`config.mk`:
```
export PLATFORM = sky130hd
export DESIGN_NAME = irq_arbiter
export DESIGN_NICKNAME = d
export VERILOG_FILES = /design/src/rtl/irq_arbiter_pkg.sv /design/src/rtl/irq_sync_edge.sv /design/src/rtl/irq_arbiter.sv
export SDC_FILE = /design/constraint.sdc
export NUM_CORES = 1
export LEC_CHECK = 0
export ABC_AREA = 1
export CORE_UTILIZATION = 42
export DETAILED_ROUTE_END_ITERATION = 10
export GPL_TIMING_DRIVEN = 1
export MAX_ROUTING_LAYER = met4
export PLACE_DENSITY = 0.61
export SLEW_MARGIN = 20
export SYNTH_ARGS = -nofsm -noshare
export SYNTH_HDL_FRONTEND = slang
export SYNTH_HIERARCHICAL = 1
export SYNTH_SLANG_ARGS = --single-unit
export TNS_END_PERCENT = 10
```
`constraint.sdc`:
```
create_clock -name clk -period 1.3 [get_ports clk]
set_clock_uncertainty 0.05 [all_clocks]
set_input_delay 0.26 -clock clk [delete_from_list [all_inputs] [get_ports clk]]
set_output_delay 0.26 -clock clk [all_outputs]
set_load 0.02 [all_outputs]
```
`src/rtl/irq_arbiter_pkg.sv`:
```
`default_nettype none
// ============================================================================
// Module      : irq_arbiter_pkg
// Description : Shared state encoding, register map and helpers for the
//               interrupt arbiter.
// Revision    : 1.0 - initial release
// ============================================================================
package irq_arbiter_pkg;

    localparam int c_n_irq_default = 8;

    typedef logic [1:0] state_t;

    localparam state_t c_st_idle    = 2'd0;
    localparam state_t c_st_req     = 2'd1;
    localparam state_t c_st_service = 2'd2;

    localparam logic [1:0] c_addr_enable  = 2'd0;
    localparam logic [1:0] c_addr_pending = 2'd1;
    localparam logic [1:0] c_addr_irq_id  = 2'd2;
    localparam logic [1:0] c_addr_state   = 2'd3;

    // Fixed priority: the lowest set index wins; returns 0 for an empty vector.
    function automatic logic [2:0] lowest_set(input logic [7:0] vec);
        logic [2:0] idx;
        idx = 3'd0;
        for (int i = 7; i >= 0; i--) begin
            if (vec[i]) begin
                idx = 3'(i);
            end
        end
        return idx;
    endfunction

endpackage
`default_nettype wire

```
`src/rtl/irq_sync_edge.sv`:
```
`default_nettype none
// ============================================================================
// Module      : irq_sync_edge
// Description : One interrupt line: synchronizer chain, history flop and
//               rising-edge detect.
// Revision    : 1.0 - initial release
// ============================================================================
module irq_sync_edge #(
    parameter int SYNC_STAGES = 2
) (
    input  logic clk,
    input  logic nrst,
    input  logic irq_async,
    output logic rise
);

    localparam int c_cnt_w = $clog2(SYNC_STAGES + 2);
    localparam logic [c_cnt_w-1:0] c_warm_done = c_cnt_w'(SYNC_STAGES + 1);
    localparam logic [c_cnt_w-1:0] c_one       = c_cnt_w'(1);

    logic [SYNC_STAGES-1:0] r_sync;
    logic                   r_hist;
    logic [c_cnt_w-1:0]     r_warm;

    // The warm-up count blocks a rise until history holds a post-reset sample,
    // so a line that is already high when reset releases never looks like an edge.
    always_ff @(posedge clk) begin
        if (!nrst) begin
            r_sync <= '0;
            r_hist <= 1'b0;
            r_warm <= '0;
        end else begin
            r_sync[0] <= irq_async;
            for (int i = 1; i < SYNC_STAGES; i++) begin
                r_sync[i] <= r_sync[i-1];
            end
            r_hist <= r_sync[SYNC_STAGES-1];
            if (r_warm != c_warm_done) begin
                r_warm <= r_warm + c_one;
            end
        end
    end

    assign rise = r_sync[SYNC_STAGES-1] & ~r_hist & (r_warm == c_warm_done);

endmodule
`default_nettype wire

```
`src/rtl/irq_arbiter.sv`:
```
`default_nettype none
// ============================================================================
// Module      : irq_arbiter
// Description : Edge-triggered interrupt arbiter with pending/enable registers
//               and a fixed-priority IDLE/REQ/SERVICE handshake.
// Revision    : 1.0 - initial release
// ============================================================================
module irq_arbiter
    import irq_arbiter_pkg::*;
#(
    parameter int N_IRQ       = c_n_irq_default,
    parameter int SYNC_STAGES = 2
) (
    input  logic             clk,
    input  logic             nrst,
    input  logic [N_IRQ-1:0] irq_in,
    input  logic             isr_running,
    input  logic             sel_isr,
    input  logic             wr_en,
    input  logic [1:0]       wr_addr,
    input  logic [7:0]       wr_data,
    input  logic [1:0]       rd_addr,
    output logic [7:0]       rd_data,
    output logic             int_sig,
    output logic [2:0]       irq_id
);

    logic [N_IRQ-1:0] w_rise;
    logic [N_IRQ-1:0] w_req;
    logic [N_IRQ-1:0] w_pending_nxt;
    logic [7:0]       w_req_ext;
    logic [7:0]       w_enable_ext;
    logic [7:0]       w_pending_ext;
    logic [2:0]       w_grant_id;
    logic             w_grant_clr;
    logic             w_w1c;
    logic             w_enable_wr;

    logic [N_IRQ-1:0] r_pending;
    logic [N_IRQ-1:0] r_enable;
    state_t           r_state;
    logic             r_int_sig;
    logic [2:0]       r_irq_id;
    logic             r_isr_prev;

    generate
        for (genvar gi = 0; gi < N_IRQ; gi++) begin : g_line
            irq_sync_edge #(
                .SYNC_STAGES (SYNC_STAGES)
            ) u_sync_edge (
                .clk       (clk),
                .nrst      (nrst),
                .irq_async (irq_in[gi]),
                .rise      (w_rise[gi])
            );
        end
    endgenerate

    assign w_req       = r_pending & r_enable;
    assign w_grant_clr = (r_state == c_st_req) & sel_isr;
    assign w_w1c       = wr_en & (wr_addr == c_addr_pending);
    assign w_enable_wr = wr_en & (wr_addr == c_addr_enable);

    always_comb begin
        w_req_ext                = '0;
        w_req_ext[N_IRQ-1:0]     = w_req;
        w_enable_ext             = '0;
        w_enable_ext[N_IRQ-1:0]  = r_enable;
        w_pending_ext            = '0;
        w_pending_ext[N_IRQ-1:0] = r_pending;
    end

    assign w_grant_id = lowest_set(w_req_ext);

    // Clears are applied first so that a same-cycle rise always survives.
    always_comb begin
        w_pending_nxt = r_pending;
        for (int i = 0; i < N_IRQ; i++) begin
            if (w_grant_clr && (r_irq_id == 3'(i))) begin
                w_pending_nxt[i] = 1'b0;
            end
        end
        if (w_w1c) begin
            w_pending_nxt = w_pending_nxt & ~wr_data[N_IRQ-1:0];
        end
        w_pending_nxt = w_pending_nxt | w_rise;
    end

    always_ff @(posedge clk) begin
        if (!nrst) begin
            r_pending  <= '0;
            r_enable   <= '1;
            r_isr_prev <= 1'b0;
        end else begin
            r_pending  <= w_pending_nxt;
            r_isr_prev <= isr_running;
            if (w_enable_wr) begin
                r_enable <= wr_data[N_IRQ-1:0];
            end
        end
    end

    // Once in REQ the grant is committed: masking or clearing the line cannot retract it.
    always_ff @(posedge clk) begin
        if (!nrst) begin
            r_state   <= c_st_idle;
            r_int_sig <= 1'b0;
            r_irq_id  <= 3'd0;
        end else begin
            case (r_state)
                c_st_idle: begin
                    if (|w_req) begin
                        r_irq_id  <= w_grant_id;
                        r_int_sig <= 1'b1;
                        r_state   <= c_st_req;
                    end
                end
                c_st_req: begin
                    if (sel_isr) begin
                        r_int_sig <= 1'b0;
                        r_state   <= c_st_service;
                    end
                end
                c_st_service: begin
                    r_int_sig <= 1'b0;
                    if (r_isr_prev && !isr_running) begin
                        r_state <= c_st_idle;
                    end
                end
                default: begin
                    r_int_sig <= 1'b0;
                    r_state   <= c_st_idle;
                end
            endcase
        end
    end

    always_comb begin
        case (rd_addr)
            c_addr_enable:  rd_data = w_enable_ext;
            c_addr_pending: rd_data = w_pending_ext;
            c_addr_irq_id:  rd_data = {5'b0, r_irq_id};
            default:        rd_data = {6'b0, r_state};
        endcase
    end

    assign int_sig = r_int_sig;
    assign irq_id  = r_irq_id;

endmodule
`default_nettype wire

```
==> summary.txt <==
Detailed routing
  • DR WL/cell: 11.30 µm
  • Vias/cell: 4.620
  • DRC viols: 0
  • Final wirelength: 5853 µm
  • Number of DRC markers in iteration 0: 115
  • Antenna Nets Post-Route: 0
  • DR pass1 iterations: 4
  • Vias: 2393

Status
  • Outcome: complete, but fails checks
  • Failing checks: negative setup slack

STA
  • TNS Setup: -463.5 ps
  • Unrepaired setup endpoints after global routing: yes
  • Tcrit/Tclk final: 1.091
  • Tightest Pin Transition: 454.2 ps
  • Tmin final: 1418 ps
  • Setup-failing EPs final: 8
  • Final hold viol count: 0
  • Rel. slew slack: 0.6969
  • Slew Limit Fails: 0
  • Final WS setup: -118.3 ps
  • Fmax: 705.1 MHz

Logic synthesis
  • Synth top cells by count: nand2_1 (118), dfxtp_1 (63), nor2_1 (53)
  • Sequential element share of the synthesized area: 0.4900
  • Post-Syn Area: 2574 µm²
  • Post-synth ARST share: 0
  • Cell with the most instances after synthesis: nand2_1
  • #FFs+latches synth: 63
  • Post-Synthesis Cells: 355
  • Top cell type's share of synthesized area: 0.4900
  • Ys flop type: dfxtp_1
  • Cell variety after synth: 20
  • Yosys warns: 6
  • Syn_nets: 388
  • Dominant cell type by area after synthesis: dfxtp_1
  • Count of flip-flops with a built-in enable after synthesis: 0
  • Area contributors post-synth: dfxtp_1 (49%), nand2_1 (17%), nor2_1 (7.7%)
  • Mean Syn Cell Area: 7.250 µm²

Finish
  • Ant. Diodes: 0
  • NumNets Final: 471
  • Syn-to-layout area delta: 40.16%
  • Fillers: 555
  • Fraction of layout cells with a size suffix above 1: 0.2483

Clocking
  • Clk_lat worst skew: 340 ps
  • Clk root buf: clkbuf_8
  • Worst-path clk slew: 70 ps
  • Htree depth: 3
  • Bufs on Longest Clock Path: 2
  • TritonCTS Buffers: 9
  • Postcts setup bufs: 0
  • Hold Buf Count CTS: 0
  • Clock sinks: 63
  • CTS tree: built

Global route
  • Global-route wire length before repair: 9349 µm
  • Grt total ovfl: 0
  • Most Used Layer, Global Route: met2
  • Met2 usage: 0.3248
  • Met1 usage: 0.2421
  • Largest net degree at the start of global routing: 43
  • Initial antenna violation count: 0
  • Tot GR Track Use: 0.2015
  • Vias in the first global route: 2064
  • GR Util met3: 0.05795

Pwr
  • Worst VDD drop: 0.7762 mV
  • Power density over the cells: 1314 nW/µm²
  • Pleak: 0.001834 µW

Floorplanning
  • Initial Util: 0.4347
  • Core area: 5921 µm²
  • Chip width: 80.28 µm
  • Total die area: 6445 µm²
  • Num rows: 28
  • Die Ht: 80.28 µm
  • Top Ports: 37

Setup path
  • Critical path data required time: 990 ps
  • CP arrival: 1110 ps
  • CP Class: reg2out
  • CP max FO: 2
  • Critical path launch point type: register
  • CP Capture Type: output port

Place
  • Gpl congestion: 0.8259
  • IO Port Bufs: 36
  • Post-detail-place hpwl: 4122 µm
  • Pre-CTS setup slack: -955.7 ps

Hold path
  • Hold Path Class: in2reg

Run
  • Max_cap viols: 0
## final cells by class
type | count | area [µm²] | area share
Inverter | 57 | 214.0 | 0.05931
Sequential cell | 63 | 1270 | 0.3521
Clock buffer | 11 | 151.4 | 0.04197
Clock inverter | 5 | 56.30 | 0.01561
Timing Repair Buffer | 74 | 659.4 | 0.1828
Tap cell | 75 | 93.84 | 0.02601
Multi-Input combinational cell | 233 | 1162 | 0.3222
## final timing paths
| path | startpoint | end | slack (ps) | depth (start not counted) |
|---|---|---|---|---|
| setup / recovery | irq_id[1]$_SDFFE_PN0P_ | rd_data[1] | -120 | 3 |
| hold / removal | nrst | r_enable[3]$_SDFFE_PN1P_ | 280 | 3 |
| setup reg to reg | r_state[1]$_SDFFE_PN0P_ | r_pending[4]$_SDFF_PN0_ | 10 | 8 |
| hold reg to reg | g_line[2].u_sync_edge/r_sync[0]$_SDFF_PN0_ | g_line[2].u_sync_edge/r_sync[1]$_SDFF_PN0_ | 360 | 2 |
## logic make-up (layout without fill, tap and decap cells)
logic type                 count (synthesis)  in the layout  share of synthesized area
and+or+nand+nor                          195            195                     0.3111
DFF                                       63             63                     0.4900
buffers and inverters                     59            147                    0.08605
AOI/OAI and AO/OA                         30             30                    0.07389
adders and majority gates                  8              8                    0.03889
## where the power goes
part	internal (µW)	leakage, µW	switching (µW)	total [µW]
registers	2100	0.000520	88.9	2180
logic	383	0.00121	419	802
clock network	986	0.000105	768	1750
## through the flow
| stage | total power [µW] | area, µm² | util | hold slack [ps] | instances |
|---|---|---|---|---|---|
| floorplan | 2666 | 2594 | - | 303.5 | 355 |
| global placement | 2984 | 3346 | 0.5651 | 342.3 | 502 |
| detailed placement | 3017 | 3346 | 0.5651 | 347.4 | 502 |
| CTS | 4766 | 3573 | 0.6036 | 271.1 | 518 |
| global route | 5002 | 3607 | 0.6093 | 279.4 | 518 |
| finish | 4741 | 3607 | 0.6093 | 279.1 | 518 |
## metal layers
metal	routed length, µm	up-vias
met2	2813	43
met3	254	6
met4	68	0
met1	2717	1075
li1	-	1269
met5	0	-
## worst max-delay path, cell delays in order (launching register included)
cell     delay, ps
dfxtp_2        350
o21ai_2         70
a32oi_2        190
buf_4          170
## state kept, by name, summed over array words and instances (netlist names)
| name | flops |
|---|---|
| g_line.u_sync_edge/r_sync | 16 |
| g_line.u_sync_edge/r_warm | 16 |
| g_line.u_sync_edge/r_hist | 8 |
| r_enable | 8 |
| r_pending | 8 |
| irq_id | 3 |
| r_state | 2 |
| int_sig | 1 |
| r_isr_prev | 1 |
## timing repair
| action | CTS | global route |
|---|---|---|
| gates resized for setup | 88 | 17 |
| gates cloned | 0 | 0 |
| pin swaps | 6 | 2 |
| endpoints found under the setup margin | 20 | 24 |
## cells in the final DEF, fill, tap and decap left out, drive strengths merged
| cell | count |
|---|---|
| a21oi | 5 |
| a22o | 5 |
| a31oi | 9 |
| a32oi | 2 |
| buf | 51 |
| bufinv | 1 |
| clkbuf | 13 |
| clkdlybuf4s50 | 21 |
| clkinv | 3 |
| clkinvlp | 1 |
| dfxtp | 63 |
| ha | 8 |
| inv | 57 |
| nand2 | 119 |
| nand3 | 11 |
| nand4 | 8 |
| nor2 | 55 |
| nor3 | 1 |
| nor3b | 1 |
| o211ai | 1 |
| o21ai | 8 |
Note: power is estimated with default switching activity, not from simulation.
